===== src/rtl/regdump_pkg.sv =====
// Shared types and constants for the register-file dump sequencer.
// Optional feature macro: REGDUMP_CHECKSUM_EN adds a trailing XOR checksum byte.
package regdump_pkg;

  localparam logic [7:0]  HEADER_BYTE_DEF = 8'hA5;
  localparam int unsigned DATA_W_DEF      = 32;
  localparam int unsigned BYTES_PER_WORD  = DATA_W_DEF / 8;

  // Number of bytes serialised per register word.
  function automatic int unsigned bytes_per_word(input int unsigned width);
    return width / 8;
  endfunction

  typedef enum logic [2:0] {
    ST_IDLE,
    ST_STALL,
    ST_HEADER,
    ST_LOAD,
    ST_SEND,
`ifdef REGDUMP_CHECKSUM_EN
    ST_CSUM,
`endif
    ST_DONE
  } state_t;

endpackage


===== src/rtl/regdump_byte_shifter.sv =====
// Load/shift register that presents one register word MSB byte first,
// with a byte counter flagging the final byte of the word.
module regdump_byte_shifter
  import regdump_pkg::*;
#(
  parameter int unsigned DATA_W = DATA_W_DEF,
  parameter int unsigned BYTES  = BYTES_PER_WORD
) (
  input  logic              clk,
  input  logic              reset,
  input  logic              load,
  input  logic              shift,
  input  logic [DATA_W-1:0] din,
  output logic [7:0]        msb_byte,
  output logic              last_byte
);

  localparam int unsigned CW = (BYTES > 1) ? $clog2(BYTES) : 1;

  logic [DATA_W-1:0] sreg;
  logic [CW-1:0]     cnt;

  // Capture a word on load, move the next byte up to the MSB on each shift.
  always_ff @(posedge clk) begin
    if (!reset) begin
      sreg <= '0;
      cnt  <= '0;
    end else if (load) begin
      sreg <= din;
      cnt  <= '0;
    end else if (shift) begin
      sreg <= sreg << 8;
      cnt  <= cnt + CW'(1);
    end
  end

  assign msb_byte  = sreg[DATA_W-1 -: 8];
  assign last_byte = (cnt == CW'(BYTES - 1));

endmodule


===== src/rtl/regfile_dump_sequencer.sv =====
// Stalls the pipeline, waits for it to drain, then streams a header byte and
// every register value (big-endian) over a valid/ready byte interface.
// Optional feature macro: REGDUMP_CHECKSUM_EN appends an XOR checksum byte.
module regfile_dump_sequencer
  import regdump_pkg::*;
#(
  parameter int unsigned NUM_REGS    = 32,
  parameter int unsigned DATA_W      = 32,
  parameter int unsigned ADDR_W      = 5,
  parameter logic [7:0]  HEADER_BYTE = HEADER_BYTE_DEF
) (
  input  logic              clk,
  input  logic              reset,
  input  logic              dump_req,
  input  logic              pipe_idle,
  output logic              stall_req,
  output logic [ADDR_W-1:0] rd_addr,
  input  logic [DATA_W-1:0] rd_data,
  output logic [7:0]        tx_data,
  output logic              tx_valid,
  input  logic              tx_ready,
  output logic              busy,
  output logic              done
);

  state_t      state, state_nxt;
  logic        load, shift, last_byte, last_reg;
  logic [7:0]  msb_byte;

  assign last_reg = (rd_addr == ADDR_W'(NUM_REGS - 1));

  regdump_byte_shifter #(
    .DATA_W (DATA_W),
    .BYTES  (bytes_per_word(DATA_W))
  ) u_shifter (
    .clk       (clk),
    .reset     (reset),
    .load      (load),
    .shift     (shift),
    .din       (rd_data),
    .msb_byte  (msb_byte),
    .last_byte (last_byte)
  );

  // State register.
  always_ff @(posedge clk) begin
    if (!reset) state <= ST_IDLE;
    else        state <= state_nxt;
  end

  // Register address walk: restart at 0 on a new dump, advance after each word.
  always_ff @(posedge clk) begin
    if (!reset) begin
      rd_addr <= '0;
    end else if (state == ST_IDLE && dump_req) begin
      rd_addr <= '0;
    end else if (state == ST_SEND && tx_ready && last_byte && !last_reg) begin
      rd_addr <= rd_addr + ADDR_W'(1);
    end
  end

`ifdef REGDUMP_CHECKSUM_EN
  logic [7:0] csum;

  // XOR of every accepted data byte; the header is not included.
  always_ff @(posedge clk) begin
    if (!reset) begin
      csum <= '0;
    end else if (state == ST_IDLE) begin
      csum <= '0;
    end else if (state == ST_SEND && tx_ready) begin
      csum <= csum ^ msb_byte;
    end
  end
`endif

  // Next-state and output decode; outputs depend only on state so they hold
  // steady while a byte waits for tx_ready.
  always_comb begin
    state_nxt = state;
    stall_req = 1'b1;
    busy      = 1'b1;
    done      = 1'b0;
    tx_valid  = 1'b0;
    tx_data   = '0;
    load      = 1'b0;
    shift     = 1'b0;
    case (state)
      ST_IDLE: begin
        stall_req = 1'b0;
        busy      = 1'b0;
        if (dump_req) state_nxt = ST_STALL;
      end
      ST_STALL: begin
        if (pipe_idle) state_nxt = ST_HEADER;
      end
      ST_HEADER: begin
        tx_valid = 1'b1;
        tx_data  = HEADER_BYTE;
        if (tx_ready) state_nxt = ST_LOAD;
      end
      ST_LOAD: begin
        load      = 1'b1;
        state_nxt = ST_SEND;
      end
      ST_SEND: begin
        tx_valid = 1'b1;
        tx_data  = msb_byte;
        if (tx_ready) begin
          shift = 1'b1;
          if (last_byte) begin
            if (!last_reg) state_nxt = ST_LOAD;
`ifdef REGDUMP_CHECKSUM_EN
            else           state_nxt = ST_CSUM;
`else
            else           state_nxt = ST_DONE;
`endif
          end
        end
      end
`ifdef REGDUMP_CHECKSUM_EN
      ST_CSUM: begin
        tx_valid = 1'b1;
        tx_data  = csum;
        if (tx_ready) state_nxt = ST_DONE;
      end
`endif
      ST_DONE: begin
        done      = 1'b1;
        state_nxt = ST_IDLE;
      end
      default: state_nxt = ST_IDLE;
    endcase
  end

endmodule


===== config.mk =====
export PLATFORM = sky130hd
export DESIGN_NAME = regfile_dump_sequencer
export DESIGN_NICKNAME = d
export VERILOG_FILES = /design/src/rtl/regdump_pkg.sv /design/src/rtl/regdump_byte_shifter.sv /design/src/rtl/regfile_dump_sequencer.sv
export SDC_FILE = /design/constraint.sdc
export NUM_CORES = 1
export LEC_CHECK = 0
export ABC_AREA = 1
export BUFFER_PORTS_ARGS = -buffer_cell sky130_fd_sc_hd__buf_2
export CORE_MARGIN = 3
export CORE_UTILIZATION = 45
export CTS_CLUSTER_DIAMETER = 80
export DETAILED_ROUTE_END_ITERATION = 16
export HOLD_SLACK_MARGIN = 0.02
export PLACE_DENSITY = 0.72
export SETUP_SLACK_MARGIN = 0.02
export SYNTH_ARGS = -nofsm -noshare
export SYNTH_HDL_FRONTEND = slang
export SYNTH_SLANG_ARGS = --single-unit

===== constraint.sdc =====
create_clock -name clk -period 1.3 [get_ports clk]
set_input_delay 0 -clock clk [delete_from_list [all_inputs] [get_ports clk]]
set_output_delay 0 -clock clk [all_outputs]
set_load 0.03 [all_outputs]

* Yosys cells after proc, flatten, opt, wreduce, memory -nomap -nowiden
Cells that the tools add are included.
** Cells by class
- $add $sub $neg :: 2
- Multiply operators :: 0
- Divide/modulo/power cells :: 0
- $lt $le $gt $ge :: 0
- Equal/unequal tests :: 12
- Shift-type cells :: 0
- Mux-type cells :: 16
- Bitwise logic cells :: 1
- Reductions and logical operators :: 11
** Operator list (number)
- 32-bit 2-to-1 mux :: 2
- 3-bit 2-to-1 mux :: 6
- 8-bit case mux with 2 select lines :: 1
- 3-bit case mux with 5 select lines :: 1
- 2-bit != test, second input constant :: 5
- 3-bit by 2-bit == test with 1-bit output, second input constant :: 2
- 3-bit == test, second input constant :: 2
- 1-bit 2-to-1 mux :: 6
- 2-bit OR reduction :: 3
- 5-bit by 1-bit adder with 5-bit output, second input constant :: 1
- 5-bit == test, second input constant :: 1
- 5-bit AND reduction :: 1
- 1-bit logical AND :: 4
- 3-bit by 1-bit == test with 1-bit output, second input constant :: 1
- 3-bit zero test :: 1
- 2-bit by 1-bit adder with 2-bit output, second input constant :: 1
- 2-bit == test, second input constant :: 1
- 2-bit nonzero test :: 1
- 1-bit zero test :: 1
- 1-bit inverter :: 1
** Storage, ports and cells
- Register bits :: 42
- Bits in latches :: 0
- RAM bits :: 0
- Memory bits (read-only) :: 0
- Bits of input ports :: 37
- Memories kept :: 0

* Logic depth before layout (Yosys ltp)
- Word-level depth :: 5
- Gate-level depth with buffers :: 10
- Gate-level depth less buffers :: 10

* Cells and area by module
From an unflattened synthesis, not the netlist that was laid out.
** Unflattened totals
- Cell total of the unflattened synthesis :: 340
- Area total of the unflattened synthesis :: 2262.2 µm²
** By module, submodules not included
- regdump_byte_shifter :: times used 1, cells an instance 244, area each 1672.9 µm²
- regfile_dump_sequencer :: times used 1, cells an instance 96, area each 589.3 µm²

* Least setup slack after synthesis
No wires, ideal clock.
- Kind :: flip-flop to flip-flop
- Start point :: register rd_addr[0]
- End point :: register rd_addr[0]
- Setup time :: 0.129 ns
- Data arrival time :: 1.477 ns
- Required time :: 1.171 ns
- Slack :: -0.307 ns
- Cell stages (with the launch flop) :: 9
- Buffers on the path :: 0
- Clock period less this slack :: 1.607 ns
- Cells stage by stage :: dfxtp_1 ha_1 nand2_1 nor2_1 ha_1 nor2_1 nand2_1 xor2_1 nor2_1
** Between the ends
- Cells in the longest elaborated chain, start to end :: 3
** Ends and longest elaborated chain
- from (decl) :: RTL line regfile_dump_sequencer.sv:17 : output logic [ADDR_W-1:0] rd_addr,
- from (signal assigned) :: RTL line regfile_dump_sequencer.sv:58 : rd_addr <= rd_addr + ADDR_W'(1);
- parallel branches: the longest is 3 deep, another holds 5-bit by 1-bit adder with 5-bit output
Parallel ways; which one is timed is not known.
A chain may end at the register's enable or synchronous reset.

* Worst setup path in the final report
- Start point :: register state[2]
- End point :: register state[1]
** Between the ends
- Cells in the longest elaborated chain, start to end :: 3
** Ends and longest elaborated chain
- from (decl) :: RTL line regfile_dump_sequencer.sv:26 : state_t state, state_nxt;
- from (signal assigned) :: RTL line regfile_dump_sequencer.sv:48 : else state <= state_nxt;
- 3-bit == test, or another cell as far along :: RTL line regfile_dump_sequencer.sv:88 : case (state)
- 2-bit != test (no line)
- 5-bit AND reduction (no line)
Parallel ways exist; a longest one is shown, timed or not.

==> results.py <==
metrics = {
    "run_status": {
        "run_status": "finished with violations",
        "violations": "setup timing",
    },
    "placement": {
        "placed_cells": 442,
        "hpwlAfterDp_um": 3590,
        "port-buffer-count": 53,
        "place_ws_ps": -83.0,
        "place.gp.congestion": 0.834,
    },
    "timing": {
        "period_share": 1.07,
        "maxClockFrequency_mhz": 717,
        "slew_viol_final": 0,
        "rsz0062_at_grt": "true",
        "worst_pin_slew_ps": 400,
        "hold_viol": 0,
        "skew_ps": 7.29,
        "slew_headroom": 0.733,
        "hold_ws_ps": 37.6,
        "finalWorstSetupSlack_ps": -94.8,
        "period_needed_ps": 1390,
        "setup_tns_ps": -1330,
        "setup_viol": 31,
    },
    "cells_and_area": {
        "multiInputGateArea_um2": 1530,
        "diodes": 0,
        "fillers": 315,
        "syn2layout_area_growth_pct": 67.5,
        "post-route-util": 0.795,
        "final_cell_count_no_fill": 476,
        "seq_area_um2": 862,
        "nets": 463,
        "drive_above_1_share": 0.491,
    },
    "critical_path": {
        "worst_r2r_path_depth": 11,
        "crit_type": "reg2reg",
        "required_ps": 1480,
        "crit_path_start_kind": "flip-flop",
        "critical_path.max_fanout": 6,
        "reg2reg_slack_ps": -90,
        "critPathArrivalTime_ps": 1580,
        "end_kind": "flip-flop",
    },
    "drt": {
        "ant_nets": 0,
        "wl_per_cell_um": 13.6,
        "vias_per_cell": 5.14,
        "totalWireLength_um": 6490,
        "vias": 2447,
        "drt_pass1_iterations": 4,
        "drc": 0,
        "first_iter_violations": 89,
    },
    "floorplan": {
        "die_w_um": 74.5,
        "start_util": 0.475,
        "coreArea_um2": 4440,
        "rows": 24,
        "dieArea_um2": 5550,
        "die_h_um": 74.5,
        "io_pins": 54,
    },
    "cts": {
        "clock_path_buffers": 2,
        "clk_pin_slew_ps": 70,
        "cts_tree": "built",
        "clock-sinks": 42,
        "cts_root_buf": "clkbuf_8",
        "numCtsBuffers": 5,
        "htreeDepth": 2,
        "clkLatencyLatePin_ps": 300,
    },
    "synthesis": {
        "ys_warn_count": 0,
        "synth-seq-area-share": 0.398,
        "syn_nets": 366,
        "yosysMostFrequentCell": "nand2_1",
        "async_flop_share": 0,
        "synth_commonest_cells": "nand2_1, dfxtp_1, a21oi_1",
        "ys_top_cells_by_area": "dfxtp_1, nand2_1, a21oi_1",
        "netlist_area_um2": 2110,
        "syn_inst": 326,
        "yosysUniqueCellTypes": 20,
        "ys_seq_elements": 42,
        "yosysTopAreaCellShare": 0.398,
        "ys.flop_type": "dfxtp_1",
        "syn_avg_cell_area_um2": 6.47,
        "synth_edf_count": 0,
        "yosys.area.top_type": "dfxtp_1",
    },
    "pwr": {
        "powerDensity_nw_per_um2": 1660,
        "leakage_nw": 1.63,
        "peakVddDrop_v": 0.000909,
    },
    "run": {
        "max_cap_viol_count": 0,
    },
    "hold_path": {
        "whs_path_depth": 5,
        "min_path_type": "in2reg",
    },
    "grt": {
        "grt_pass1_vias": 2113,
        "globalRouteOverflowTotal": 0,
        "track_usage": 0.208,
        "antenna_found_initial": 0,
        "grt_first_pass_wirelength_um": 9070,
        "grt_max_degree": 32,
    },
}
[per-stage QoR]
step	area (um2)	total power (W)
after CTS	3100	0.00507
final	3530	0.00586
after floorplan	2150	0.00275
after detailed placement	2610	0.00343
after global placement	2610	0.00340
after global routing	3530	0.00614
[repair_timing]
action,4_1_cts,5_1_grt
gates resized for setup,66,109
gates cloned,0,2
setup buffers,10,7
pin swaps,25,43
setup endpoints to repair,48,53
hold buffers,9,0
hold endpoints to repair,13,0
[state kept, by name (all words and copies together) (netlist names)]
| name | cells |
|---|---|
| rd_addr | 5 |
| u_shifter.cnt | 2 |
| u_shifter.sreg | 32 |
| state | 3 |
[worst max-delay path, stage by stage (launching register included)]
cell and delay, ps:
dfxtp_2 340, buf_6 130, inv_8 40, buf_6 120, buf_6 110, nand3_2 50, nand2_2 70, nor2_2 110
buf_6 140, nand2_2 60, nand2_2 70, nor2_2 50
[metal layers]
layer | global-route usage | vias up | wire length, um
li1 | - | 1225 | -
met1 | 0.238 | 1133 | 2500
met2 | 0.385 | 70 | 3540
met3 | 0.0432 | 19 | 236
met4 | 0.0632 | 0 | 210
met5 | 0 | - | 0
[placed cells by master (no fill, tap or decap), drive strengths merged]
master	count
nand2	147
buf	96
dfxtp	42
a21oi	36
nand3	32
nor2	24
inv	16
dlygate4sd3	9
clkbuf	8
o21ai	5
ha	3
xor2	2
nor3	1
clkinvlp	1
or2	1
bufinv	1
[path summary, 6_finish.rpt]
| path | start | endpoint |
|---|---|---|
| setup reg to reg | state[2] | state[1] |
| hold reg to reg | u_shifter.sreg[2] | u_shifter.sreg[2] |
| setup / recovery | state[2] | state[1] |
| hold / removal | rd_data[23] | u_shifter.sreg[23] |
[power by group]
| part | total, W | internal (W) | switching, W |
|---|---|---|---|
| Clock | 0.00106 | 0.000626 | 0.000430 |
| Combinational | 0.00329 | 0.00148 | 0.00181 |
| Sequential | 0.00152 | 0.00141 | 0.000111 |
[final cells by class]
class | instances | share of cell area
clock inverter | 1 | 0.00850
inverter | 17 | 0.0248
clock buffer | 7 | 0.0244
timing repair buffer | 106 | 0.247
tap | 52 | 0.0184
sequential | 42 | 0.244
multi-input combinational | 251 | 0.433
[logic make-up after synthesis]
logic type	synth area share
AO/OA/AOI/OAI	0.0972
XOR/XNOR	0.00830
adder cells (fa/ha/maj)	0.0178
buffers and inverters	0.0788
flip-flops	0.398
AND/OR/NAND/NOR	0.400
Power figures use the tool's default switching activity.
